`src/rtl/wash_pkg.sv`:
```
// Shared definitions for the washer front-panel buttons.
// Button indices, channel count and the per-channel debounce state encoding.
package wash_pkg;

  localparam int NUM_BTN   = 4;
  localparam int BTN_POWER = 0;
  localparam int BTN_SS    = 1;
  localparam int BTN_MOD   = 2;
  localparam int BTN_WATER = 3;

  typedef enum logic [1:0] {
    IDLE      = 2'd0,
    PRESS_CHK = 2'd1,
    HELD      = 2'd2,
    REL_CHK   = 2'd3
  } btn_state_e;

endpackage

```
`src/rtl/btn_debounce_ch.sv`:
```
// One button channel: 2-flop synchronizer, debounce FSM, long-hold timer.
// Press/release pulses DEB_CYCLES+3 edges after a clean input edge; no backpressure.
module btn_debounce_ch
  import wash_pkg::*;
#(
  parameter int DEB_CYCLES  = 500000,
  parameter int LONG_CYCLES = 100000000
) (
  input  logic clk,
  input  logic rst_n,
  input  logic btn_raw,
  output logic btn_level,
  output logic btn_press,
  output logic btn_release,
  output logic btn_long,
  output logic press_next
);

  localparam int DEB_W  = (DEB_CYCLES  > 1) ? $clog2(DEB_CYCLES)  : 1;
  localparam int LONG_W = (LONG_CYCLES > 1) ? $clog2(LONG_CYCLES) : 1;
  localparam logic [DEB_W-1:0]  DEB_LAST  = DEB_W'(DEB_CYCLES - 1);
  localparam logic [LONG_W-1:0] LONG_LAST = LONG_W'(LONG_CYCLES - 1);

  logic              sync_q1;
  logic              sync;
  btn_state_e        state, state_nxt;
  logic [DEB_W-1:0]  deb_cnt, deb_cnt_nxt;
  logic [LONG_W-1:0] long_cnt, long_cnt_nxt;
  logic              long_fired, long_fired_nxt;
  logic              level_nxt, press_nxt, release_nxt, long_nxt;

  always_comb begin
    state_nxt      = state;
    deb_cnt_nxt    = deb_cnt;
    long_cnt_nxt   = long_cnt;
    long_fired_nxt = long_fired;
    level_nxt      = btn_level;
    press_nxt      = 1'b0;
    release_nxt    = 1'b0;
    long_nxt       = 1'b0;

    // Hold time keeps running through a release check so a short dropout
    // does not shift the long-press moment.
    if ((state == HELD || state == REL_CHK) && long_cnt != LONG_LAST)
      long_cnt_nxt = long_cnt + 1'b1;

    case (state)
      IDLE: begin
        if (sync) begin
          state_nxt   = PRESS_CHK;
          deb_cnt_nxt = '0;
        end
      end
      PRESS_CHK: begin
        if (!sync) begin
          state_nxt = IDLE;
        end else if (deb_cnt == DEB_LAST) begin
          state_nxt      = HELD;
          press_nxt      = 1'b1;
          level_nxt      = 1'b1;
          long_cnt_nxt   = '0;
          long_fired_nxt = 1'b0;
        end else begin
          deb_cnt_nxt = deb_cnt + 1'b1;
        end
      end
      HELD: begin
        if (long_cnt == LONG_LAST && !long_fired) begin
          long_nxt       = 1'b1;
          long_fired_nxt = 1'b1;
        end
        if (!sync) begin
          state_nxt   = REL_CHK;
          deb_cnt_nxt = '0;
        end
      end
      REL_CHK: begin
        if (sync) begin
          state_nxt = HELD;
        end else if (deb_cnt == DEB_LAST) begin
          state_nxt   = IDLE;
          release_nxt = 1'b1;
          level_nxt   = 1'b0;
        end else begin
          deb_cnt_nxt = deb_cnt + 1'b1;
        end
      end
      default: state_nxt = IDLE;
    endcase
  end

  always_ff @(posedge clk or negedge rst_n) begin
    if (!rst_n) begin
      sync_q1     <= 1'b0;
      sync        <= 1'b0;
      state       <= IDLE;
      deb_cnt     <= '0;
      long_cnt    <= '0;
      long_fired  <= 1'b0;
      btn_level   <= 1'b0;
      btn_press   <= 1'b0;
      btn_release <= 1'b0;
      btn_long    <= 1'b0;
    end else begin
      sync_q1     <= btn_raw;
      sync        <= sync_q1;
      state       <= state_nxt;
      deb_cnt     <= deb_cnt_nxt;
      long_cnt    <= long_cnt_nxt;
      long_fired  <= long_fired_nxt;
      btn_level   <= level_nxt;
      btn_press   <= press_nxt;
      btn_release <= release_nxt;
      btn_long    <= long_nxt;
    end
  end

  assign press_next = press_nxt;

endmodule

```
`src/rtl/button_conditioner.sv`:
```
// Debounces the four panel buttons and flags any accepted press for the blink logic.
// Pulses DEB_CYCLES+3 edges after a clean input edge; no backpressure.
module button_conditioner
  import wash_pkg::*;
#(
  parameter int DEB_CYCLES  = 500000,
  parameter int LONG_CYCLES = 100000000
) (
  input  logic               clk,
  input  logic               rst_n,
  input  logic [NUM_BTN-1:0] btn_raw,
  output logic [NUM_BTN-1:0] btn_level,
  output logic [NUM_BTN-1:0] btn_press,
  output logic [NUM_BTN-1:0] btn_release,
  output logic [NUM_BTN-1:0] btn_long,
  output logic               any_press
);

  logic [NUM_BTN-1:0] press_next;

  for (genvar i = 0; i < NUM_BTN; i++) begin : g_ch
    btn_debounce_ch #(
      .DEB_CYCLES  (DEB_CYCLES),
      .LONG_CYCLES (LONG_CYCLES)
    ) u_ch (
      .clk         (clk),
      .rst_n       (rst_n),
      .btn_raw     (btn_raw[i]),
      .btn_level   (btn_level[i]),
      .btn_press   (btn_press[i]),
      .btn_release (btn_release[i]),
      .btn_long    (btn_long[i]),
      .press_next  (press_next[i])
    );
  end

  // Registered from the channels' next-cycle press so it lines up with btn_press.
  always_ff @(posedge clk or negedge rst_n) begin
    if (!rst_n) any_press <= 1'b0;
    else        any_press <= |press_next;
  end

endmodule

```
`config.mk`:
```
export PLATFORM = sky130hd
export DESIGN_NAME = button_conditioner
export DESIGN_NICKNAME = d
export VERILOG_FILES = /design/src/rtl/wash_pkg.sv /design/src/rtl/btn_debounce_ch.sv /design/src/rtl/button_conditioner.sv
export SDC_FILE = /design/constraint.sdc
export NUM_CORES = 1
export LEC_CHECK = 0
export CORE_ASPECT_RATIO = 1.1
export CORE_MARGIN = 3
export CORE_UTILIZATION = 55
export CTS_CLUSTER_SIZE = 25
export DETAILED_ROUTE_END_ITERATION = 10
export PLACE_DENSITY = 0.77
export SYNTH_ARGS = -nofsm -noshare
export SYNTH_HDL_FRONTEND = slang
export SYNTH_SLANG_ARGS = --single-unit
```
`constraint.sdc`:
```
create_clock -name clk -period 2.5 [get_ports clk]
set_input_delay 0.5 -clock clk [delete_from_list [all_inputs] [get_ports clk]]
set_output_delay 0.5 -clock clk [all_outputs]
set_load 0.02 [all_outputs]
```
# --- Word level (Yosys, flattened, before mapping) ---
# Index checks and enable logic that the tools add are counted.
totals:
  out_inout_bits: 17
  romBits: 0
  reg_bits: 221
  ramBits: 0
  elab_cells: 282
  input_bits: 6
  memories: 0
  latchBits: 0
classes:
  add_sub_neg: 8
  reduce_logical: 45
  n_mux: 128
  bitwise_logic: 0
  n_eq_ne: 60
  n_shift: 0
  n_mul: 0
  n_lt_le_gt_ge: 0
  div_mod_pow: 0
op_table:
  columns: ["op", "count"]
  rows:
  - ["27-bit two-way mux", 16]
  - ["19-bit two-way mux", 20]
  - ["19-bit case mux with 4 select lines", 4]
  - ["27-bit by 1-bit adder with 27-bit output, second input constant", 4]
  - ["27-bit == test, second input constant", 4]
  - ["27-bit inequality test, second input constant", 4]
  - ["19-bit by 1-bit adder with 19-bit output, second input constant", 4]
  - ["19-bit == test, second input constant", 4]
  - ["1-bit two-way mux", 52]
  - ["2-bit two-way mux", 24]
  - ["4-bit AND reduction", 12]
  - ["2-bit inequality test, second input constant", 16]
  - ["2-bit case mux with 4 select lines", 4]
  - ["2-bit by 1-bit inequality test with 1-bit output, second input constant", 12]
  - ["5-bit AND reduction", 4]
  - ["2-bit == test, second input constant", 8]
  - ["1-bit case mux with 2 select lines", 8]
  - ["2-bit nonzero test", 8]
  - ["3-bit by 2-bit inequality test with 1-bit output, second input constant", 4]
  - ["3-bit inequality test, second input constant", 4]
  - ["2-bit by 1-bit == test with 1-bit output, second input constant", 4]
  - ["1-bit logical AND", 8]
  - ["2-bit zero test", 4]
  - ["1-bit zero test", 4]
  - ["2 further kinds", 5]

# --- Depth between registers and ports, before layout ---
# Gate-level depths: netlist of run 1.
depth:
  depth_word: 7
  depth_mapped: 8
  mapped_depth_nobuf: 6

# --- By module ---
# Synthesis of run 1 repeated with hierarchy kept, for this count alone.
hier_totals:
  cells_unflattened: 1275
  hier_area_um2: 11985.2
by_module_without_submodules:
  columns: ["mod", "area_per_inst_um2", "cells_per_inst", "seq_area_each_um2", "n_inst"]
  rows:
  - ["btn_debounce_ch at g_ch[0].u_ch ...", 3012.9, 320, 1376.3, 3]
  - ["btn_debounce_ch at g_ch[3].u_ch", 2914.0, 313, 1376.3, 1]
  - ["button_conditioner", 32.5, 2, 25.0, 1]

# --- Worst setup path after synthesis of run 1 ---
# OpenSTA, ideal clock, no wires.
synth_path:
  kind: "register to register"
  startpoint: "register g_ch[1].u_ch.deb_cnt[0]"
  endpoint: "register g_ch[1].u_ch.deb_cnt[3]"
  arrival_time_ps: 1888
  t_required_ps: 2379
  n_path_buf: 1
  stages_incl_launch_ff: 8
  path_slack_ps: 491
  setup_time_ps: 121
  synth_period_minus_slack_ps: 2009
  path_cell_list: "dfrtp_1 -> ha_1 -> nand4_1 -> or2_2 -> clkbuf_1 -> o2111ai_1 -> mux2_2 -> a22o_1"
synth_between:
  elab_chain_len: 4
  elab_cells_between_ends: 6
  classes_between: "add/sub (1); eq/ne (1); mux (4)"
synth_rtl:
  columns: ["item", "line", "rtl"]
  rows:
  - ["start: declaration", "btn_debounce_ch.sv:27", "logic [DEB_W-1:0] deb_cnt, deb_cnt_nxt;"]
  - ["start signal: assignment", "btn_debounce_ch.sv:108", "deb_cnt <= deb_cnt_nxt;"]
  - ["19-bit by 1-bit adder with 19-bit output or 19-bit == test (tied branches)", null, null]
  - ["19-bit two-way mux (*)", "btn_debounce_ch.sv:57, btn_debounce_ch.sv:80", null]
  - ["19-bit two-way mux (on tied branches)", "btn_debounce_ch.sv:78, btn_debounce_ch.sv:55", null]
  - ["19-bit case mux with 4 select lines (*)", "btn_debounce_ch.sv:47", "case (state)"]
# Every way passes the cells marked *; elsewhere a longest branch is shown, timed or not. The select of a mux whose other input is x is not followed.
# A chain may end at the register's enable or synchronous reset.

# --- Worst setup path in the final report of run 1 ---
layout_path:
  startpoint: "register g_ch[0].u_ch.long_cnt[9]"
  endpoint: "register g_ch[0].u_ch.long_cnt[5]"
layout_between:
  elab_chain_len: 6
layout_rtl:
  columns: ["item", "line", "rtl"]
  rows:
  - ["start: declaration", "btn_debounce_ch.sv:28", "logic [LONG_W-1:0] long_cnt, long_cnt_nxt;"]
  - ["start signal: assignment", "btn_debounce_ch.sv:109", "long_cnt <= long_cnt_nxt;"]
  - ["27-bit inequality test (*)", "btn_debounce_ch.sv:44", "if ((state == HELD || state == REL_CHK) && long_cnt != LONG_LAST)"]
  - ["1-bit logical AND (*)", "btn_debounce_ch.sv:44", null]
  - ["27-bit two-way mux (*)", "btn_debounce_ch.sv:44", null]
  - ["27-bit two-way mux", "btn_debounce_ch.sv:57", "end else if (deb_cnt == DEB_LAST) begin"]
  - ["27-bit two-way mux", "btn_debounce_ch.sv:55", "if (!sync) begin"]
  - ["27-bit two-way mux (*)", "btn_debounce_ch.sv:47", null]
  - ["named net g_ch[0].u_ch.long_cnt_nxt[5]", "btn_debounce_ch.sv:28", null]
# The timed path passes the listed nets; every way through them passes the cells marked *.

==> results of run 1 <==
## stage by stage
step                instances  hold WS, ns  total power, uW
floorplan                1253        0.204             3870
global placement         1523        0.336             4000
CTS                      1565        0.348             7460
detailed placement       1523        0.335             4010
global route             1565        0.367             7630
finish                   1565        0.347             7360
## logic make-up (layout without fill, tap and decap cells)
kind of cell             count (synthesis)  after routing
adder cells (fa/ha/maj)                  8              8
multiplexers                            31             31
AND/OR/NAND/NOR                        608            608
XOR/XNOR                                94             94
AO/OA/AOI/OAI                          193            193
buffers and inverters                   98            125
flip-flops                             221            221
## cell usage in the layout (no fill, tap or decap), types with 4 or more instances in the layout
master	n
dfrtp_1	221
nand2_1	127
xor2_1	44
clkbuf_1	7
a21o_1	4
a22o_1	19
or4_1	10
and4_1	24
clkbuf_8	4
clkinv_2	4
nand4_1	56
nor4b_1	13
and2_1	13
or3_1	34
inv_1	23
buf_4	33
or4b_2	4
o211ai_1	9
mux2i_1	24
nor3_1	36
clkbuf_16	25
nor2_1	133
clkdlybuf4s50_1	21
mux2_2	6
a31oi_1	6
ha_1	8
o31ai_1	4
nand3_1	75
xnor2_1	48
o311ai_0	5
nor3b_1	7
and3_1	22
o21ai_0	79
a21oi_1	54
nor4_1	20
## area by class of cell
class	instances	share of cell area
clock buffer	36	0.0545
clock inverter	5	0.00386
inverter	25	0.00724
multi-input combinational	934	0.439
sequential	221	0.426
tap	285	0.0275
timing repair buffer	59	0.0419
## worst paths after layout
kind	endpoint	startpoint	depth (start not counted)	slack (ns)
min	g_ch[0].u_ch.sync	g_ch[0].u_ch.sync_q1	0	0.35
max in group asynchronous	g_ch[1].u_ch.state[0]	rst_n	3	1.36
min reg2reg	g_ch[0].u_ch.sync	g_ch[0].u_ch.sync_q1	0	0.35
min in group asynchronous	g_ch[0].u_ch.long_cnt[24]	rst_n	2	0.46
max reg2reg	g_ch[0].u_ch.long_cnt[5]	g_ch[0].u_ch.long_cnt[9]	5	0.33
max	g_ch[0].u_ch.long_cnt[5]	g_ch[0].u_ch.long_cnt[9]	5	0.33
## worst max-delay path, stage by stage, from the launching register on
cell and delay, ns:
dfrtp_1 0.45, or4b_2 0.66, nor4_1 0.27, and3_1 0.35, o311ai_0 0.17, o311ai_0 0.14
## metal layers
metal	up-vias	GRT usage
met1	4418	0.289
met3	34	0.0295
met5	-	0
met4	0	0.0496
met2	140	0.336
li1	4527	-
## power breakdown
| part | internal, uW | leakage, uW | switching [uW] |
|---|---|---|---|
| Combinational | 89.7 | 0.00209 | 160 |
| Clock | 2040 | 0.000375 | 1380 |
| Sequential | 3630 | 0.00305 | 68.8 |
## registers in the layout, indices dropped and copies added, names as in the netlist, named ones only
signal	flops
g_ch.u_ch.sync_q1	4
g_ch.u_ch.btn_press	4
g_ch.u_ch.btn_long	4
g_ch.u_ch.state	4
g_ch.u_ch.long_fired	4
g_ch.u_ch.sync	4
any_press	1
g_ch.u_ch.long_cnt	108
g_ch.u_ch.deb_cnt	76
g_ch.u_ch.btn_level	4
g_ch.u_ch.btn_release	4
## what timing repair did
action,4_1_cts,5_1_grt
hold buffers,1,0
endpoints found under the setup margin,0,0
hold endpoints to repair,37,0
==> impl_metrics.yaml, run 1 <==
run_status:
  status: "complete, no violations"
drt:
  routedWlPerCell_um: 14.8
  antenna_left: 0
  drcViolationCount: 0
  wl_met2_um: 11300
  top_layer: "met4"
  via_per_inst: 5.83
  wl_met1_um: 10600
  vias: 9119
  wl_met3_um: 783
  drtPass1Iterations: 6
  drt_iter0_markers: 658
  drt-total-wl_um: 23100
critical_path:
  critPathArrivalTime_ns: 2.56
  crit_fanout: 7
  cp-end-kind: "flip-flop"
  worstSetupPathType: "reg2reg"
  start_kind: "flip-flop"
  cp_data_required_time_ns: 2.90
place:
  io_buffers: 22
  gp_congestion: 0.858
  dp_slack_ns: 0.322
  placed_area_um2: 12200
  hpwl_um: 15300
synthesis:
  synth_nets: 1267
  synthFlopType: "dfrtp_1"
  synth_mux_area_frac: 0.0277
  ys_top_cells_by_count: "dfrtp_1 (221), nor2_1 (133), nand2_1 (127)"
  synthXorXnorAreaFrac: 0.0705
  async_flop_share: 1.00
  synth_largest_area_cell: "dfrtp_1"
  yosys-top-cells-area: "dfrtp_1 (47%), nor2_1 (4.3%), nand2_1 (4.1%)"
  yosysMostFrequentCell: "dfrtp_1"
  synth_area_per_cell_um2: 9.31
  synth_cell_types: 68
  syn_inst: 1253
  synth-seq-area-share: 0.474
  synth-adder-area-share: 0.00858
  synth_area_um2: 11700
  ys_warn_count: 0
  yosys.area_share.simple: 0.281
  synth_top_family_by_area: "simple AND/OR/NAND/NOR gates"
  synth_edf_count: 0
  synth_top_area_share: 0.474
  ys_seq_elements: 221
  synth-compound-area-share: 0.0985
clocking:
  cts_buffers: 24
  htreeDepth: 1
  cts_setup_buffers: 0
  clock_latency_ns: 0.52
  post_cts_resized: 0
  root_buffer: "clkbuf_16"
  clk_pin_slew_ns: 0.06
  cts_sinks: 221
  cts_tree: "built"
  clk_path_buf_depth: 3
floorplan:
  die_h_um: 159
  rows: 55
  core_region_area_um2: 20700
  floorplan.die_area_um2: 23000
  start_util: 0.563
  ios: 23
  chipWidth_um: 145
layout:
  multi_input_area_um2: 5690
  fillers: 1719
  regArea_um2: 5530
  postLayoutCoreUtil: 0.626
  area_delta_synth_final_pct: 11.1
  drive_gt1_frac: 0.0813
  antennaDiodeCount: 0
  final_area_um2: 13000
  fin_nets: 1279
timing:
  fmax_ghz: 0.462
  setup_viol: 0
  slew_violations: 0
  rsz0062_at_grt: "false"
  finClkSkew_ns: 0.0185
  fin_tns_setup_ns: 0
  period_share: 0.867
  tightest_slew_ns: 1.14
  slew-limit-headroom: 0.237
  fin_ws_ns: 0.334
  finalHoldViolCount: 0
  post-route-min-period_ns: 2.17
pwr:
  peakVddDrop_v: 0.000558
  p_per_area_nw_per_um2: 567
  p_leak_uw: 0.00551
global_route:
  grt_pass1_wl_um: 41100
  antenna_found_initial: 0
  grt_max_degree: 67
  grt_use_total: 0.206
  gr-total-overflow: 0
  first_global_vias: 8938
run:
  drv_cap: 0
hold_path:
  hold_class: "reg2reg"
No activity file was read; power rests on OpenSTA's default activity.
==> run 2: changes to the inputs <==
--- a/config.mk
+++ b/config.mk
@@ -10,6 +10,7 @@
 export CORE_UTILIZATION = 55
 export CTS_CLUSTER_SIZE = 25
 export DETAILED_ROUTE_END_ITERATION = 10
+export MAX_ROUTING_LAYER = met4
 export PLACE_DENSITY = 0.77
 export SYNTH_ARGS = -nofsm -noshare
 export SYNTH_HDL_FRONTEND = slang
==> impl_metrics.yaml, run 2 (synthesized netlist as in run 1, its figures left out) <==
run_status:
  status: "complete, no violations"
floorplan:
  chipWidth_um: 145
  rows: 55
  core_region_area_um2: 20700
  start_util: 0.563
  floorplan.die_area_um2: 23000
  die_h_um: 159
  ios: 23
clocking:
  htreeDepth: 1
  clk_path_buf_depth: 3
  cts_sinks: 221
  clk_pin_slew_ns: 0.06
  root_buffer: "clkbuf_16"
  cts_tree: "built"
  clock_latency_ns: 0.52
  cts_buffers: 24
  post_cts_resized: 0
layout:
  fin_nets: 1279
  final_common_cell: "dfrtp_1"
  final_area_um2: 13000
  layout_common_cells: "dfrtp_1 (221), nor2_1 (133), nand2_1 (127), o21ai_0 (79), nand3_1 (75)"
  largest_reg_flops: 108
  drive_gt1_frac: 0.0813
  area_delta_synth_final_pct: 11.1
  regMostFlops: "g_ch.u_ch.long_cnt"
  antennaDiodeCount: 0
  fillers: 1719
  reg_top3: "g_ch.u_ch.long_cnt (108), g_ch.u_ch.deb_cnt (76)"
drt:
  vias: 9103
  drtPass1Iterations: 6
  drcViolationCount: 0
  antenna_left: 0
  via_per_inst: 5.82
  drt_iter0_markers: 621
  drt-total-wl_um: 23200
  routedWlPerCell_um: 14.8
global_route:
  grt_max_degree: 67
  first_global_vias: 8936
  grt_use_total: 0.211
  grt_pass1_wl_um: 41100
  gr-total-overflow: 0
  antenna_found_initial: 0
timing:
  slew-limit-headroom: 0.232
  rsz0062_at_grt: "false"
  slew_violations: 0
  hold_slack_ns: 0.347
  fin_tns_setup_ns: 0
  tightest_slew_ns: 1.15
  finalHoldViolCount: 0
  setup_viol: 0
  post-route-min-period_ns: 2.17
  fmax_ghz: 0.460
  period_share: 0.869
  finClkSkew_ns: 0.0167
critical_path:
  start_kind: "flip-flop"
  cp_data_required_time_ns: 2.91
  cp-end-kind: "flip-flop"
  cpMaxStageDelayCell: "or4b_2"
  crit_fanout: 8
  cp_top_family: "simple AND/OR/NAND/NOR gates"
  critPathBufInv: 0
  worstSetupPathType: "reg2reg"
  crit_chain: "or4b_2 > nor4_4 > nand3_1 > a21o_1"
  critPathArrivalTime_ns: 2.58
  slowest_delay_ns: 0.72
pwr:
  peakVddDrop_v: 0.000558
  p_per_area_nw_per_um2: 567
  p_leak_uw: 0.00551
place:
  gp_congestion: 0.875
  placed_area_um2: 12200
  io_buffers: 22
  hpwl_um: 15300
hold_path:
  hold_class: "reg2reg"
run:
  drv_cap: 0
## run 2: through the flow
step / std cells / total power, uW / utilization / setup slack (ns)
6_report: 1565 / 7360 / 0.626 / 0.328
3_5_place_dp: 1523 / 4010 / 0.589 / 0.322
3_3_place_gp: 1523 / 4000 / 0.589 / 0.376
4_1_cts: 1565 / 7460 / 0.626 / 0.302
2_1_floorplan: 1253 / 3870 / - / 0.491
5_1_grt: 1565 / 7630 / 0.626 / 0.179
## run 2: path summary, 6_finish.rpt
| path | startpoint | slack, ns | endpoint | cells after the start |
|---|---|---|---|---|
| max | g_ch[2].u_ch.deb_cnt[5] | 0.33 | g_ch[2].u_ch.long_fired | 4 |
| min | g_ch[0].u_ch.sync_q1 | 0.35 | g_ch[0].u_ch.sync | 0 |
| max reg2reg | g_ch[2].u_ch.deb_cnt[5] | 0.33 | g_ch[2].u_ch.long_fired | 4 |
| min reg2reg | g_ch[0].u_ch.sync_q1 | 0.35 | g_ch[0].u_ch.sync | 0 |
| max in group asynchronous | rst_n | 1.36 | g_ch[1].u_ch.deb_cnt[0] | 3 |
| min in group asynchronous | rst_n | 0.46 | g_ch[0].u_ch.long_cnt[24] | 2 |
## run 2: repair_timing
action	CTS	global route
hold buffers	1	0
buffers inserted	0	0
hold endpoints to repair	37	0
## run 2: layer usage
metal,GRT usage,wire length [um],vias to the layer above
li1,-,-,4526
met1,0.288,10700,4405
met2,0.337,11300,140
met3,0.0289,757,32
met4,0.0496,386,0
met5,-,0,-
## run 2: layout make-up
type,count,area (um^2),area share
multi-input cells,934,5690,0.439
flip-flops and latches,221,5530,0.426
clock buffers,36,707,0.0545
repair buffers,59,543,0.0419
well taps,285,357,0.0275
inverters,25,93.8,0.00724
clock inverters,5,50.0,0.00386
## run 2: worst register-to-register path: stages, from the launching register on
cell	delay, ns
dfrtp_1	0.45
or4b_2	0.72
nor4_4	0.31
nand3_1	0.33
a21o_1	0.26
## run 2: power breakdown
| part | total, uW | switching (uW) | internal [uW] | leakage, uW |
|---|---|---|---|---|
| combinational | 250 | 160 | 89.7 | 0.00209 |
| clock | 3410 | 1380 | 2040 | 0.000375 |
| sequential | 3690 | 68.9 | 3630 | 0.00305 |
| total | 7360 | 1600 | 5750 | 0.00551 |
